**src/rtl/rtc_smartwatch.sv**
```systemverilog
// SmartWatch-style RTC: detects a 64-bit unlock sequence written through ROM address lines,
// then serially streams a BCD time snapshot on D0. Optional macro: SMARTWATCH_HUNDREDTHS_EN.
module rtc_smartwatch #(
    parameter int CLOCK_RATE = 50000000
) (
    input  logic       clk,
    input  logic       RESET_N,
    input  logic [6:0] I_YEAR,
    input  logic [3:0] I_MNTH,
    input  logic [4:0] I_DMTH,
    input  logic [2:0] I_DWK,
    input  logic [4:0] I_HOUR,
    input  logic [5:0] I_MIN,
    input  logic [5:0] I_SEC,
    input  logic       CS,
    input  logic [2:0] ADDR,
    input  logic       ACC_STB,
    output logic       DOUT,
    output logic       DOUT_EN
);

    typedef enum logic {
        ST_MATCH = 1'b0,
        ST_DATA  = 1'b1
    } state_e;

    // Bytes C5 3A A3 5C C5 3A A3 5C, byte0 in the low byte, consumed LSB first.
    localparam logic [63:0] PATTERN = 64'h5CA3_3AC5_5CA3_3AC5;

    state_e      state_q, state_d;
    logic [5:0]  idx_q, idx_d;
    logic [5:0]  bit_q, bit_d;
    logic [63:0] snap_q, snap_d;
    logic [63:0] snap_now;
    logic [7:0]  hund_bcd;
    logic        strobe;
    logic        is_read;
    logic        unused_ok;

    function automatic logic [7:0] to_bcd(input logic [6:0] v);
        logic [7:0] w;
        w = {1'b0, v};
        if (w > 8'd99) begin
            return 8'h99;
        end
        return ((w / 8'd10) * 8'd16) + (w % 8'd10);
    endfunction

    assign strobe  = ACC_STB & CS;
    assign is_read = ADDR[2];

    // Only A2 (read/write) and A0 (data bit) carry meaning.
    assign unused_ok = ADDR[1] ^ (CLOCK_RATE > 0);

`ifdef SMARTWATCH_HUNDREDTHS_EN
    localparam int PRESCALE = (CLOCK_RATE / 100 > 1) ? CLOCK_RATE / 100 : 1;
    localparam int PW       = (PRESCALE > 1) ? $clog2(PRESCALE) : 1;

    logic [PW-1:0] presc_q;
    logic [5:0]    sec_q;
    logic [7:0]    hund_q;

    function automatic logic [7:0] bcd_inc(input logic [7:0] v);
        logic [3:0] hi;
        logic [3:0] lo;
        hi = v[7:4];
        lo = v[3:0];
        if (lo == 4'd9) begin
            lo = 4'd0;
            hi = (hi == 4'd9) ? 4'd0 : hi + 4'd1;
        end else begin
            lo = lo + 4'd1;
        end
        return {hi, lo};
    endfunction

    // The hundredths counter restarts on every seconds edge so it stays aligned to I_SEC.
    always_ff @(posedge clk or negedge RESET_N) begin
        if (!RESET_N) begin
            presc_q <= '0;
            sec_q   <= '0;
            hund_q  <= '0;
        end else begin
            sec_q <= I_SEC;
            if (I_SEC != sec_q) begin
                presc_q <= '0;
                hund_q  <= '0;
            end else if (presc_q == PW'(PRESCALE - 1)) begin
                presc_q <= '0;
                hund_q  <= bcd_inc(hund_q);
            end else begin
                presc_q <= presc_q + PW'(1);
            end
        end
    end

    assign hund_bcd = hund_q;
`else
    assign hund_bcd = 8'h00;
`endif

    assign snap_now = {
        to_bcd(I_YEAR),
        to_bcd({3'b000, I_MNTH}),
        to_bcd({2'b00, I_DMTH}),
        {5'b00000, I_DWK},
        to_bcd({2'b00, I_HOUR}),
        to_bcd({1'b0, I_MIN}),
        to_bcd({1'b0, I_SEC}),
        hund_bcd
    };

    always_comb begin
        // NOTE: every always_comb target gets a default first so no path can infer a latch.
        state_d = state_q;
        idx_d   = idx_q;
        bit_d   = bit_q;
        snap_d  = snap_q;
        case (state_q)
            ST_MATCH: begin
                if (strobe) begin
                    if (is_read) begin
                        idx_d = '0;
                    end else if (ADDR[0] == PATTERN[idx_q]) begin
                        if (idx_q == 6'd63) begin
                            state_d = ST_DATA;
                            idx_d   = '0;
                            bit_d   = '0;
                            snap_d  = snap_now;
                        end else begin
                            idx_d = idx_q + 6'd1;
                        end
                    end else begin
                        // A mismatching bit is dropped, not retried as the first pattern bit.
                        idx_d = '0;
                    end
                end
            end
            ST_DATA: begin
                if (strobe) begin
                    if (bit_q == 6'd63) begin
                        state_d = ST_MATCH;
                        idx_d   = '0;
                        bit_d   = '0;
                    end else begin
                        bit_d = bit_q + 6'd1;
                    end
                end
            end
        endcase
    end

    always_ff @(posedge clk or negedge RESET_N) begin
        if (!RESET_N) begin
            state_q <= ST_MATCH;
            idx_q   <= '0;
            bit_q   <= '0;
            // NOTE: the snapshot is a plain register, not a RAM, so clearing it on reset is cheap.
            snap_q  <= '0;
        end else begin
            // NOTE: non-blocking assignments so every register samples pre-edge values.
            state_q <= state_d;
            idx_q   <= idx_d;
            bit_q   <= bit_d;
            snap_q  <= snap_d;
        end
    end

    assign DOUT    = (state_q == ST_DATA) ? snap_q[bit_q] : 1'b0;
    assign DOUT_EN = (state_q == ST_DATA) && CS && ADDR[2];

endmodule

```
**config.mk**
```make
export PLATFORM = sky130hd
export DESIGN_NAME = rtc_smartwatch
export DESIGN_NICKNAME = d
export VERILOG_FILES = /design/src/rtl/rtc_smartwatch.sv
export SDC_FILE = /design/constraint.sdc
export NUM_CORES = 1
export LEC_CHECK = 0
export ABC_AREA = 1
export CAP_MARGIN = 15
export CORE_MARGIN = 5
export CORE_UTILIZATION = 45
export CTS_BUF_LIST = sky130_fd_sc_hd__clkbuf_8
export DETAILED_ROUTE_END_ITERATION = 16
export PLACE_DENSITY = 0.73
export SETUP_SLACK_MARGIN = 0.05
export SLEW_MARGIN = 20
export SYNTH_ARGS = -nofsm -noshare
export SYNTH_HDL_FRONTEND = slang
export SYNTH_SLANG_ARGS = --single-unit
```
**constraint.sdc**
```tcl
create_clock -name clk -period 4.6 [get_ports clk]
set_clock_uncertainty 0.2 [all_clocks]
set_input_delay 1.15 -clock clk [delete_from_list [all_inputs] [get_ports clk]]
set_output_delay 1.15 -clock clk [all_outputs]
set_load 0.05 [all_outputs]
```
==> results of run 1 <==
[stage by stage]
step	cells	power (mW)	hold WS, ps
floorplan	647	0.897	244
global placement	812	1.02	257
detailed placement	812	1.03	260
CTS	828	1.59	279
global route	828	1.67	299
finish	828	1.57	277
[critical path: stages]
cell and delay (ps):
clkdlybuf4s50_1 510, and3_1 160, clkdlybuf4s50_1 790
[kinds of logic after synthesis]
kind of cell	after synthesis	share of synthesized area, %
AO/OA/AOI/OAI	139	17.0
XOR/XNOR	21	4.10
adder cells (fa/ha/maj)	29	8.57
buffers and inverters	107	8.97
flip-flops	64	34.3
multiplexers	1	0.214
other	2	0.161
AND/OR/NAND/NOR	276	26.7
[cells in the final DEF (no fill, tap or decap), types with 17 or more instances in the layout]
cell type          n
nor2_1            35
nand3_1           30
clkdlybuf4s50_1   41
a21oi_1           34
xor2_1            17
ha_1              24
dfrtp_1           64
inv_1             72
nand2_1          163
o21ai_0           42
o21ai_1           27
[worst min path at each step]
stage | to | startpoint | cells after the start
after floorplan | snap_q[16]$_DFFE_PN0P_ | snap_q[16]$_DFFE_PN0P_ | 2
after global placement | snap_q[33]$_DFFE_PN0P_ | snap_q[33]$_DFFE_PN0P_ | 2
after detailed placement | snap_q[53]$_DFFE_PN0P_ | snap_q[53]$_DFFE_PN0P_ | 2
after CTS | snap_q[53]$_DFFE_PN0P_ | snap_q[53]$_DFFE_PN0P_ | 2
after global routing | snap_q[53]$_DFFE_PN0P_ | snap_q[53]$_DFFE_PN0P_ | 2
final | snap_q[27]$_DFFE_PN0P_ | snap_q[27]$_DFFE_PN0P_ | 2
[power groups by stage]
stage,Combinational [mW],Clock (mW),Sequential (mW)
6_report,0.440,0.548,0.585
5_1_grt,0.503,0.585,0.587
4_1_cts,0.442,0.560,0.585
3_5_place_dp,0.439,0,0.596
3_3_place_gp,0.422,0,0.595
2_1_floorplan,0.301,0,0.596
[registers in the layout, summed over array words and instances (netlist names)]
name     count
state_q      1
snap_q      51
bit_q        6
idx_q        6
[per-layer routing]
| layer | global-route usage, % | share of wire [%] | wire, um | vias up |
|---|---|---|---|---|
| met5 | 0 | 0 | 0 | - |
| met4 | 5.92 | 1.4 | 141 | 0 |
| met3 | 3.37 | 4.3 | 445 | 13 |
| met2 | 30.5 | 48 | 5000 | 73 |
| met1 | 21.5 | 46 | 4740 | 1976 |
| li1 | - | - | - | 2186 |
[layout make-up]
class,count,area (um^2)
sequential,64,1600
clock buffer,11,151
inverter,86,324
multi-input combinational,476,2680
tap,136,170
clock inverter,5,78.8
timing repair buffer,50,478
fill,963,4740
==> impl_metrics.toml, run 1 <==
[status]
status = "finished clean"

[critical_path]
worstPathMaxFanout = 3
r2r_end = "idx_q[4]$_DFFE_PN0P_"
endpoint = "DOUT_EN"
reg2regPathDepth = 14
endpoint_kind = "output port"
rrSetupSlack_ps = 1800
criticalPathCategory = "input pin to output port"
r2r_start = "bit_q[0]$_DFFE_PN0P_"
crit_path_start = "ADDR[2]"
worstPathRequired_ps = 3250
cp-start-kind = "input pin"
arrival_ps = 2620

[sta]
slew_viol_final = 0
worst_slack_ps = 632
fmax_ghz = 0.252
setup_violations = 0
setup_tns_ps = 0
rsz0062_at_grt = "false"
hold_viol = 0
tightestPinTransition_ps = 711
fin_crit_sh_pct = 86.3
fin_crit_ps = 3970
relSlewSlack_pct = 52.3

[synth]
synth_edf_count = 0
synthArstFlopShare_pct = 100
synth_top_area_share_pct = 34.3
netlist_top_cells_area = "dfrtp_1 (34%), nand2_1 (13%), ha_1 (6.4%), inv_1 (5.8%), o21ai_0 (4.5%)"
synth_area_leader_cell = "dfrtp_1"
yosysMostFrequentCell = "nand2_1"
netlist_instances = 639
yosys-top-cells-count = "nand2_1 (163), inv_1 (72), dfrtp_1 (64)"
avgSynthCellArea_um2 = 7.32
synth_seq_cells = 64
synth-warning-count = 0
synth_ff_type = "dfrtp_1"
yosysUniqueCellTypes = 45
seq_area_frac_synth_pct = 34.3
netlist_area_mm2 = 0.00467

[worst_hold_path]
worst_hold_path_type = "flip-flop to flip-flop"

[placed_design]
routabilityCongestion = 0.849
place_hpwl_mm = 7.69
dp_slack_ps = 356
io_buffers = 43
placed_area_mm2 = 0.00526

[grt]
overflow = 0
antenna_found_initial = 0
grt_usage_pct = 17.4
grt_max_degree = 58
grt_pass1_wl_mm = 18.3
grt_pass1_vias = 4240

[cells_and_area]
layout-area-overhead-vs-synth_pct = 17.4
layout-drive-gt1-share_pct = 11.0
fin_util_pct = 53.6
fin_area_mm2 = 0.00549
antenna_cells = 0
nets = 759

[pwr]
clkPwrFrac_pct = 34.8
max-vdd-ir-drop_mv = 0.154
combPwrFrac_pct = 28.0
switchingPower_mw = 0.495
p_sw_share_pct = 31.4
power.density_mw_per_mm2 = 287
p_int_mw = 1.08
power_leakage_nw = 2.72
seq_power_share_pct = 37.2

[floorplanning]
pin_count = 45
die-area_mm2 = 0.0125
initial_core_util_pct = 45.7
core_area_mm2 = 0.0102
fp.dieW_um = 112
die_y_um = 112
rows = 37

[clock_network]
cts_tree = "yes"
clk_pin_slew_ps = 70
ctsResizeCount = 0
numCtsBuffers = 9
clock_latency_ps = 350
htreeDepth = 3
cts_setup_buffers = 0
cts_root_buf = "clkbuf_8"
ctsHoldBuffers = 0
cts_sinks = 64
clockBufferDepth = 2

[drt]
drc = 0
vias_per_cell = 5.13
routed_wl_mm = 10.3
first_iter_violations = 170
drt_pre_antenna_iters = 4
postRouteAntennaNets = 0
avgRoutedWirePerCell_um = 12.5
vias = 4248

[run]
drv_cap = 0
No activity file was read; power rests on OpenSTA's default activity.
==> run 2: changes to the inputs <==
RECOVER_POWER = 50   (was default)
==> impl_metrics.toml, run 2 (synthesis results as in run 1) <==
[status]
status = "finished, violations left"
failed_checks = "capacitance limit, slew limit"

[cells_and_area]
layout-area-overhead-vs-synth_pct = 17.2
nets = 759
mostFrequentLayoutCell = "nand2_1"
antenna_cells = 0
instances_no_fill = 828
area.sequential_mm2 = 0.00160
mostFrequentLayoutCells = "nand2_1 (163), inv_1 (72), dfrtp_1 (64), o21ai_0 (42), clkdlybuf4s50_1 (41)"
multi_input_area_mm2 = 0.00268
fin_util_pct = 53.6
layout-drive-gt1-share_pct = 10.7
reg.largest.list = "snap_q: 51 flops, bit_q: 6 flops, idx_q: 6 flops"
fill_cells = 963
largest_register_ffs = 51
regMostFlops = "snap_q"

[sta]
fin_crit_ps = 3970
fmax_ghz = 0.252
rsz0062_at_grt = "false"
hold_ws_ps = 279
relSlewSlack_pct = -53.3
hold_viol = 0
tightestPinTransition_ps = 2300
setup_violations = 0
setup_tns_ps = 0
slew_viol_final = 45
fin_crit_sh_pct = 86.3

[critical_path]
arrival_ps = 2620
crit_buf_inv = 2
endpoint_kind = "output port"
critPathSlowestCell = "clkdlybuf4s50_1"
criticalPathCategory = "input pin to output port"
cp_common_cell = "clkdlybuf4s50_1"
cpPeakStageDelay_ps = 790
worstPathMaxFanout = 3
cp-start-kind = "input pin"
worstPathRequired_ps = 3250
crit_chain = "clkdlybuf4s50_1 > and3_1 > clkdlybuf4s50_1"
cp_top_family = "buffers and inverters"

[drt]
drt_pre_antenna_iters = 4
routed_wl_mm = 10.3
postRouteAntennaNets = 0
avgRoutedWirePerCell_um = 12.5
vias_per_cell = 5.12
drc = 0
first_iter_violations = 169
vias = 4243

[placed_design]
io_buffers = 43
place_hpwl_mm = 7.69
dpl.cell_count = 812
routabilityCongestion = 0.849

[clock_network]
cts_root_buf = "clkbuf_8"
ctsResizeCount = 0
cts_sinks = 64
cts_tree = "yes"
numCtsBuffers = 9
clock_latency_ps = 350
htreeDepth = 3
clk_pin_slew_ps = 70
ctsHoldBuffers = 0
clockBufferDepth = 2
cts_setup_buffers = 0

[floorplanning]
die_y_um = 112
initial_core_util_pct = 45.7
rows = 37
die-area_mm2 = 0.0125
core_area_mm2 = 0.0102
pin_count = 45
fp.dieW_um = 112

[grt]
grt_pass1_vias = 4240
grt_max_degree = 58
overflow = 0
grt_pass1_wl_mm = 18.3
grt_usage_pct = 17.4
antenna_found_initial = 0

[pwr]
power.density_mw_per_mm2 = 287
max-vdd-ir-drop_mv = 0.154
power_leakage_nw = 2.72
p_total_mw = 1.58

[run]
drv_cap = 1

[worst_hold_path]
worst_hold_path_type = "flip-flop to flip-flop"
[run 2: cell types whose count changed in the layout (fill, tap and decap cells not counted)]
cell,previous run,this run
buf_4,9,7
clkbuf_1,0,2
[run 2: per-stage QoR]
stage,setup WS (ps),area [um^2]
3_5_place_dp,356,5260
6_report,630,5480
5_1_grt,304,5480
2_1_floorplan,1140,4700
4_1_cts,636,5490
3_3_place_gp,478,5260
[run 2: layout make-up]
class / instances / share of cell area (%)
Timing Repair Buffer: 50 / 8.58
Multi-Input combinational cell: 476 / 49.0
Inverter: 86 / 5.91
Sequential cell: 64 / 29.2
Tap cell: 136 / 3.11
Clock inverter: 5 / 1.44
Clock buffer: 11 / 2.76
[run 2: where the power goes]
| group | internal, mW | switching [mW] |
|---|---|---|
| Combinational | 0.170 | 0.270 |
| Clock | 0.333 | 0.216 |
| Sequential | 0.574 | 0.0111 |
| Total | 1.08 | 0.497 |
[run 2: worst paths after layout]
check | from | endpoint | slack, ps | depth (start not counted)
worst min-delay path | snap_q[27]$_DFFE_PN0P_ | snap_q[27]$_DFFE_PN0P_ | 280 | 2
min in group asynchronous | RESET_N | snap_q[8]$_DFFE_PN0P_ | 1280 | 1
worst max-delay path | ADDR[2] | DOUT_EN | 630 | 3
worst max register to register | bit_q[0]$_DFFE_PN0P_ | idx_q[4]$_DFFE_PN0P_ | 1810 | 14
max in group asynchronous | RESET_N | idx_q[1]$_DFFE_PN0P_ | 990 | 2
worst min register to register | snap_q[27]$_DFFE_PN0P_ | snap_q[27]$_DFFE_PN0P_ | 280 | 2
[run 2: per-layer routing]
layer	vias up	part of all wire, %	GRT usage, %
met1	1960	46	21.5
met4	0	1.4	5.92
li1	2190	-	-
met2	81	48	30.5
met5	-	0	0
met3	12	4.0	3.37
[run 2: worst min-delay path, delay by kind of cell, from the launching register on]
kind          cells  cell delay, ps
flops             1             340
simple gates      2             110
